<file path="config.mk">
export PLATFORM = sky130hd
export DESIGN_NAME = rr_reg_arbiter_flat
export DESIGN_NICKNAME = d
export VERILOG_FILES = /design/src/rtl/rr_reg_arbiter_pkg.sv /design/src/rtl/rr_reg_arbiter_if.sv /design/src/rtl/rr_reg_arbiter_pick_rot.sv /design/src/rtl/rr_reg_arbiter.sv /design/src/flat_wrapper.sv
export SDC_FILE = /design/constraint.sdc
export NUM_CORES = 1
export LEC_CHECK = 0
export BUFFER_PORTS_ARGS = -buffer_cell sky130_fd_sc_hd__buf_4
export CORE_ASPECT_RATIO = 1.75
export CORE_MARGIN = 2
export CORE_UTILIZATION = 35
export CTS_CLUSTER_DIAMETER = 120
export DETAILED_ROUTE_END_ITERATION = 7
export HOLD_SLACK_MARGIN = 0.15
export SLEW_MARGIN = 40
export SYNTH_ARGS = -nofsm -noshare
export SYNTH_HDL_FRONTEND = slang
export SYNTH_SLANG_ARGS = --single-unit
export TNS_END_PERCENT = 100
</file>
<file path="constraint.sdc">
create_clock -name clk -period 8.8 [get_ports clk]
set_input_delay 0.88 -clock clk [delete_from_list [all_inputs] [get_ports clk]]
set_output_delay 0.88 -clock clk [all_outputs]
set_load 0.02 [all_outputs]
</file>
<file path="src/rtl/rr_reg_arbiter_pkg.sv">
`default_nettype none
// ============================================================================
//  Module      : rr_reg_arb_pkg
//  Description : Shared types and helpers for the round-robin register
//                arbiter: FSM state encoding and a generic rotate-priority
//                pick function usable by any arbiter up to 32 requesters.
//  Revision    : 1.0 - initial release
// ============================================================================
package rr_reg_arb_pkg;

  localparam int c_pick_max_n = 32;
  localparam int c_pick_idx_w = 5;

  typedef enum logic [0:0] {
    IDLE  = 1'b0,
    OWNED = 1'b1
  } arb_state_t;

  typedef struct packed {
    logic                    found;
    logic [c_pick_idx_w-1:0] idx;
  } pick_t;

  // First requester at or after ptr (wrapping modulo n); found=0 when none.
  function automatic pick_t rr_pick(input logic [c_pick_max_n-1:0] req,
                                    input int n,
                                    input int ptr);
    pick_t r;
    int    j;
    r = '0;
    for (int k = c_pick_max_n - 1; k >= 0; k--) begin
      if (k < n) begin
        j = (ptr + k) % n;
        if (req[j[c_pick_idx_w-1:0]]) begin
          r.found = 1'b1;
          r.idx   = j[c_pick_idx_w-1:0];
        end
      end
    end
    return r;
  endfunction

endpackage
`default_nettype wire

</file>
<file path="src/rtl/rr_reg_arbiter_if.sv">
`default_nettype none
// ============================================================================
//  Module      : rr_reg_arbiter_if
//  Description : Request/grant/data bundle between requesters (master side)
//                and the shared-register arbiter (slave side).
//  Revision    : 1.0 - initial release
// ============================================================================
interface rr_reg_arbiter_if #(
  parameter int N_REQ  = 4,
  parameter int DATA_W = 8
);
  localparam int c_idx_w = $clog2(N_REQ);

  logic [N_REQ-1:0]        req;
  logic [N_REQ-1:0]        lock;
  logic [N_REQ*DATA_W-1:0] din;
  logic [N_REQ-1:0]        gnt;
  logic [c_idx_w-1:0]      owner;
  logic [DATA_W-1:0]       dout;
  logic                    dout_vld;

  modport master (
    output req, lock, din,
    input  gnt, owner, dout, dout_vld
  );

  modport slave (
    input  req, lock, din,
    output gnt, owner, dout, dout_vld
  );

endinterface
`default_nettype wire

</file>
<file path="src/rtl/rr_reg_arbiter_pick_rot.sv">
`default_nettype none
// ============================================================================
//  Module      : rr_pick_rot
//  Description : Combinational rotate-priority encoder. Returns the first
//                asserted request at or after i_ptr, wrapping modulo N.
//  Revision    : 1.0 - initial release
// ============================================================================
module rr_pick_rot #(
  parameter  int N = 4,
  localparam int W = $clog2(N)
) (
  input  wire logic [N-1:0] i_req,
  input  wire logic [W-1:0] i_ptr,
  output logic      [W-1:0] o_idx,
  output logic              o_found
);

  localparam logic [W:0] c_n = (W+1)'(N);

  logic [2*N-1:0] w_dbl;
  logic [N-1:0]   w_rot;
  logic [W-1:0]   w_off;
  logic [W:0]     w_sum;

  // Rotate so that bit 0 corresponds to the requester at i_ptr.
  assign w_dbl = {i_req, i_req} >> i_ptr;
  assign w_rot = w_dbl[N-1:0];

  // Lowest set bit of the rotated vector is the winning offset from i_ptr.
  always_comb begin
    w_off   = '0;
    o_found = 1'b0;
    for (int k = N - 1; k >= 0; k--) begin
      if (w_rot[k]) begin
        w_off   = k[W-1:0];
        o_found = 1'b1;
      end
    end
    w_sum = {1'b0, i_ptr} + {1'b0, w_off};
    o_idx = (w_sum >= c_n) ? W'(w_sum - c_n) : w_sum[W-1:0];
  end

endmodule
`default_nettype wire

</file>
<file path="src/rtl/rr_reg_arbiter.sv">
`default_nettype none
// ============================================================================
//  Module      : rr_reg_arbiter
//  Description : Round-robin arbiter owning one shared DATA_W holding
//                register. One grant per cycle; a locked owner may keep the
//                grant for at most MAX_HOLD consecutive cycles.
//  Revision    : 1.0 - initial release
// ============================================================================
module rr_reg_arbiter
  import rr_reg_arb_pkg::*;
#(
  parameter int N_REQ    = 4,
  parameter int DATA_W   = 8,
  parameter int MAX_HOLD = 4
) (
  input wire logic         clk,
  input wire logic         rst,
  rr_reg_arbiter_if.slave  bus
);

  localparam int c_idx_w    = $clog2(N_REQ);
  localparam int c_hc_w     = $clog2(MAX_HOLD + 1);
  localparam int c_wait_max = (N_REQ - 1) * MAX_HOLD;
  localparam int c_wait_w   = $clog2(c_wait_max + 2);

  localparam logic [c_hc_w-1:0]  c_hold_last = c_hc_w'(MAX_HOLD - 1);
  localparam logic [c_idx_w-1:0] c_last_idx  = c_idx_w'(N_REQ - 1);

  arb_state_t           r_state,    w_state_nxt;
  logic [c_idx_w-1:0]   r_ptr,      w_ptr_nxt;
  logic [c_hc_w-1:0]    r_hold_cnt, w_hold_nxt;
  logic [N_REQ-1:0]     r_gnt,      w_gnt_nxt;
  logic [c_idx_w-1:0]   r_owner,    w_owner_nxt;
  logic [DATA_W-1:0]    r_dout,     w_dout_nxt;
  logic                 r_vld,      w_vld_nxt;

  logic [c_idx_w-1:0]   w_win;
  logic                 w_found;
  logic                 w_keep;
  logic [DATA_W-1:0]    w_din_arr [N_REQ];

  // Unpack the flat requester data bus into one word per requester.
  for (genvar i = 0; i < N_REQ; i++) begin : g_din
    assign w_din_arr[i] = bus.din[i*DATA_W +: DATA_W];
  end

  rr_pick_rot #(
    .N (N_REQ)
  ) u_pick (
    .i_req   (bus.req),
    .i_ptr   (r_ptr),
    .o_idx   (w_win),
    .o_found (w_found)
  );

  // The owner extends its burst only while it still requests, asks for the
  // lock, and has not yet used MAX_HOLD consecutive cycles.
  assign w_keep = (r_state == OWNED) && bus.req[r_owner] && bus.lock[r_owner]
                  && (r_hold_cnt < c_hold_last);

  // Next-state: extend the burst, rearbitrate in the same edge, or go idle.
  always_comb begin
    w_state_nxt = r_state;
    w_ptr_nxt   = r_ptr;
    w_hold_nxt  = r_hold_cnt;
    w_gnt_nxt   = r_gnt;
    w_owner_nxt = r_owner;
    w_dout_nxt  = r_dout;
    w_vld_nxt   = r_vld;
    if (w_keep) begin
      w_state_nxt = OWNED;
      w_hold_nxt  = r_hold_cnt + c_hc_w'(1);
      w_dout_nxt  = w_din_arr[r_owner];
      w_vld_nxt   = 1'b1;
    end else if (w_found) begin
      w_state_nxt      = OWNED;
      w_gnt_nxt        = '0;
      w_gnt_nxt[w_win] = 1'b1;
      w_owner_nxt      = w_win;
      w_dout_nxt       = w_din_arr[w_win];
      w_vld_nxt        = 1'b1;
      w_ptr_nxt        = (w_win == c_last_idx) ? '0 : w_win + c_idx_w'(1);
      w_hold_nxt       = '0;
    end else begin
      w_state_nxt = IDLE;
      w_gnt_nxt   = '0;
      w_vld_nxt   = 1'b0;
      w_hold_nxt  = '0;
    end
  end

  // State, pointer, burst counter and output registers.
  always_ff @(posedge clk) begin
    if (rst) begin
      r_state    <= IDLE;
      r_ptr      <= '0;
      r_hold_cnt <= '0;
      r_gnt      <= '0;
      r_owner    <= '0;
      r_dout     <= '0;
      r_vld      <= 1'b0;
    end else begin
      r_state    <= w_state_nxt;
      r_ptr      <= w_ptr_nxt;
      r_hold_cnt <= w_hold_nxt;
      r_gnt      <= w_gnt_nxt;
      r_owner    <= w_owner_nxt;
      r_dout     <= w_dout_nxt;
      r_vld      <= w_vld_nxt;
    end
  end

  assign bus.gnt      = r_gnt;
  assign bus.owner    = r_owner;
  assign bus.dout     = r_dout;
  assign bus.dout_vld = r_vld;

  // ---------------------------------------------------------------------------
  // Invariants
  // ---------------------------------------------------------------------------
  logic [c_pick_max_n-1:0] w_req_ext;
  pick_t                   w_ref_pick;

  // Zero-extended request vector for the generic reference picker.
  always_comb begin
    w_req_ext              = '0;
    w_req_ext[N_REQ-1:0]   = bus.req;
    w_ref_pick             = rr_pick(w_req_ext, N_REQ, int'(r_ptr));
  end

  a_gnt_onehot0 : assert property (@(posedge clk) disable iff (rst)
    $onehot0(r_gnt));
  a_vld_is_gnt  : assert property (@(posedge clk) disable iff (rst)
    r_vld == (|r_gnt));
  a_owner_gnt   : assert property (@(posedge clk) disable iff (rst)
    r_vld |-> r_gnt[r_owner]);
  a_hold_bound  : assert property (@(posedge clk) disable iff (rst)
    r_hold_cnt <= c_hold_last);
  a_pick_agrees : assert property (@(posedge clk) disable iff (rst)
    (w_ref_pick.found == w_found) &&
    (!w_found || (w_ref_pick.idx == c_pick_idx_w'(w_win))));

  // Per-requester wait counter bounding starvation of a held request.
  for (genvar i = 0; i < N_REQ; i++) begin : g_wait
    logic [c_wait_w-1:0] r_wait;

    // Count edges where requester i asked but the grant went elsewhere.
    always_ff @(posedge clk) begin
      if (rst || !bus.req[i] || w_gnt_nxt[i]) begin
        r_wait <= '0;
      end else if (r_wait != '1) begin
        r_wait <= r_wait + c_wait_w'(1);
      end
    end

    a_no_starve : assert property (@(posedge clk) disable iff (rst)
      r_wait <= c_wait_w'(c_wait_max));
  end

endmodule
`default_nettype wire

</file>
<file path="src/flat_wrapper.sv">
// flat-port wrapper written by rule: the top's interface ports become plain ports
module rr_reg_arbiter_flat import rr_reg_arb_pkg::*;
#(
  parameter int N_REQ    = 4,
  parameter int DATA_W   = 8,
  parameter int MAX_HOLD = 4
)
  (clk, rst, bus_req, bus_lock, bus_din, bus_gnt, bus_owner, bus_dout, bus_dout_vld);
  rr_reg_arbiter_if #(.N_REQ(N_REQ), .DATA_W(DATA_W)) bus_i ();
  input wire logic clk;
  input wire logic rst;
  input wire logic [$bits(bus_i.req)-1:0] bus_req;
  input wire logic [$bits(bus_i.lock)-1:0] bus_lock;
  input wire logic [$bits(bus_i.din)-1:0] bus_din;
  output wire logic [$bits(bus_i.gnt)-1:0] bus_gnt;
  output wire logic [$bits(bus_i.owner)-1:0] bus_owner;
  output wire logic [$bits(bus_i.dout)-1:0] bus_dout;
  output wire logic [$bits(bus_i.dout_vld)-1:0] bus_dout_vld;
  assign bus_i.req = bus_req;
  assign bus_i.lock = bus_lock;
  assign bus_i.din = bus_din;
  assign bus_gnt = bus_i.gnt;
  assign bus_owner = bus_i.owner;
  assign bus_dout = bus_i.dout;
  assign bus_dout_vld = bus_i.dout_vld;
  rr_reg_arbiter #(.N_REQ(N_REQ), .DATA_W(DATA_W), .MAX_HOLD(MAX_HOLD)) u_core (.clk(clk), .rst(rst), .bus(bus_i));
endmodule
</file>
==> flow_metrics.py <==
metrics = {
    "placed_design": {
        "port_buffers": 56,
        "placed_area_sq_um": 1820,
        "place.gp.congestion": 0.767,
        "hpwl_mm": 2.76,
    },
    "yosys": {
        "synth_simple_gate_area_share_pct": 13.5,
        "synth_fa_ha_area_share_pct": 1.81,
        "yosys_warnings": 0,
        "synth_mux_area_share_pct": 28.4,
        "synth-seq-area-share_pct": 29.0,
        "netlist_area_sq_um": 1380,
        "synth_top_family_by_area": "multiplexers",
        "syn-num-nets": 171,
        "yosys_register_bits": 20,
        "synth_compound_area_share_pct": 19.5,
        "synthesis.instances": 127,
        "synth.avg_cell_area_sq_um": 10.9,
        "synth.distinct_cells": 37,
        "synth_xor_area_share_pct": 1.90,
    },
    "worst_setup_path": {
        "path_max_fanout": 15,
        "cp-start-kind": "primary input",
        "r2r_slack_ps": 6050,
        "worstPathArrival_ps": 3040,
        "required_ps": 8950,
        "end_kind": "register",
        "timing_worst_setup_path_type": "primary input to register",
    },
    "final_layout": {
        "layout.nets": 222,
        "drive_gt1_share_pct": 47.5,
        "diodes": 0,
        "fin_area_sq_um": 1880,
        "areaGrowthSynthToFinish_pct": 35.8,
    },
    "pwr": {
        "peakVddDrop_uv": 147,
        "leakagePower_nw": 0.750,
        "power_density_nw_per_um2": 323,
    },
    "sta": {
        "drv_slew": 0,
        "period_share_pct": 32.8,
        "relSlewSlack_pct": 53.3,
        "fin_setup_tns_ps": 0,
        "min_period_ps": 2890,
        "fin_skew_ps": 3.20,
        "hold_viol": 0,
        "tightest_slew_ps": 701,
        "rsz0062_at_grt": "no",
        "finalSetupViolCount": 0,
        "fmax_mhz": 346,
    },
    "hold_path": {
        "hp-class": "register to register",
    },
    "clock_network": {
        "cts_tree": "done",
        "ctsRootBufferMaster": "clkbuf_8",
        "htree_levels": 1,
        "clk_pin_slew_ps": 80,
        "cts-resized-gates": 0,
        "cts.sinks": 20,
        "postCtsHoldBufs": 0,
        "insertion_delay_ps": 260,
        "cts_buffers": 3,
        "postCtsSetupBuffers": 0,
        "clock_path_buffers": 2,
    },
    "detailed_routing": {
        "first_pass_iters": 4,
        "drt_iter0_markers": 25,
        "drcViolationCount": 0,
        "routed_wl_mm": 3.59,
        "ant_nets": 0,
        "via_per_inst": 5.66,
        "routed-via-count": 1273,
        "wl_per_cell_microns": 15.9,
    },
    "floorplanning": {
        "die_h_microns": 87.1,
        "start_util_pct": 36.1,
        "fp.dieW_microns": 51.5,
        "core_area_sq_um": 3830,
        "row_count": 30,
        "die_area_sq_um": 4490,
        "io_pins": 57,
    },
    "job": {
        "cap_viol_max_count": 0,
    },
    "global_route": {
        "antenna_found_initial": 0,
        "grt_first_pass_wirelength_mm": 5.91,
        "grt_usage_pct": 17.1,
        "grt_pass1_vias": 1304,
        "grt_max_degree": 24,
        "grt-ovfl-total": 0,
    },
    "status": {
        "status": "completed",
    },
}
-- registers in the layout, summed over array words and instances (netlist names) --
signal	cells
u_core.bus.dout	8
u_core.r_state	1
u_core.bus.owner	2
u_core.r_ptr	2
u_core.r_hold_cnt	3
u_core.bus.gnt	4
-- through the flow --
stage / utilization [%] / total power [mW] / std cells / hold WS [ps] / setup slack [ps]
final: 49.1 / 0.607 / 225 / 462 / 5910
after global routing: 49.1 / 0.656 / 225 / 491 / 5710
after CTS: 49.1 / 0.615 / 225 / 469 / 5870
after detailed placement: 47.6 / 0.544 / 221 / 450 / 5590
after global placement: 47.3 / 0.533 / 220 / 447 / 5530
after floorplan: - / 0.443 / 127 / 485 / 5510
-- final cells by class --
| class | instances | area (sq um) |
|---|---|---|
| Multi-Input combinational cell | 92 | 912 |
| Timing Repair Buffer | 59 | 443 |
| Sequential cell | 20 | 400 |
| Inverter | 2 | 7.51 |
| Tap cell | 48 | 60.1 |
| Clock buffer | 4 | 55.1 |
| Fill cell | 362 | 1950 |
-- cell families after synthesis --
logic type | Yosys count
fa+ha+maj | 2
flops | 20
mux | 18
simple gates | 37
xor+xnor | 3
buf+inv | 15
compound gates | 32
-- cells in the final DEF, fill, tap and decap left out, drive strengths merged, types with 2 or more instances in the layout --
master   instances
nor3             2
nand2            7
ha               2
a21oi            3
dfxtp           20
clkbuf           4
mux4            17
a32oi            2
nand2b           4
nand3b           2
nand3            2
o211ai           2
buf             59
xnor2            2
a22oi            9
o32ai            2
nor3b            2
nor2            14
inv              2
o2bb2ai          8
-- critical path, stage by stage --
cell,delay [ps]
buf_4,130
and2b_1,180
a221oi_1,240
o211ai_1,120
ha_1,760
mux4_2,590
o2bb2ai_1,140
-- cells in the mapped netlist --
cell type	number	area, sq um
a2111oi_4	1	27.5
a211oi_1	1	7.51
a21oi_1	3	15.0
a221oi_1	1	8.76
a22oi_1	9	67.6
a32oi_1	2	17.5
and2b_1	1	7.51
and3b_1	1	8.76
buf_1	1	3.75
buf_2	1	5.00
buf_4	2	15.0
buf_6	2	22.5
clkbuf_1	6	22.5
clkbuf_2	1	5.00
dfxtp_1	20	400
ha_1	2	25.0
inv_1	2	7.51
mux2i_1	1	10.0
mux4_2	17	383
nand2_1	7	26.3
nand2b_1	4	25.0
nand3_1	2	10.0
nand3b_1	2	15.0
nor2_1	13	48.8
nor2_2	1	6.26
nor3_1	2	10.0
nor3b_1	2	15.0
nor4_1	1	6.26
o211ai_1	2	15.0
o21ai_0	1	5.00
o221ai_1	1	8.76
o2bb2ai_1	8	70.1
o311a_1	1	10.0
o32ai_1	2	17.5
or4_1	1	7.51
xnor2_1	2	17.5
xor2_1	1	8.76
-- final timing paths --
check / to / cells after the start / from
hold reg to reg: u_core.bus.gnt[1] / 2 / u_core.bus.gnt[1]
hold / removal: u_core.bus.gnt[1] / 2 / u_core.bus.gnt[1]
setup reg to reg: u_core.bus.gnt[2] / 6 / u_core.bus.owner[0]
setup / recovery: u_core.bus.dout[7] / 7 / bus_req[1]
-- layer usage --
metal / vias to the layer above / track usage, % / part of all wire, %
li1: 606 / - / -
met1: 618 / 19.0 / 36
met3: 4 / 2.06 / 5.3
met4: 0 / 5.74 / 1.0
met2: 45 / 32.4 / 57
met5: - / 0 / 0
-- power breakdown --
group | leakage [nW] | switching, mW | internal [mW]
sequential | 0.165 | 0.0459 | 0.124
clock | 0.0288 | 0.0306 | 0.0398
combinational | 0.556 | 0.163 | 0.204
Note: power is estimated with default switching activity, not from simulation.
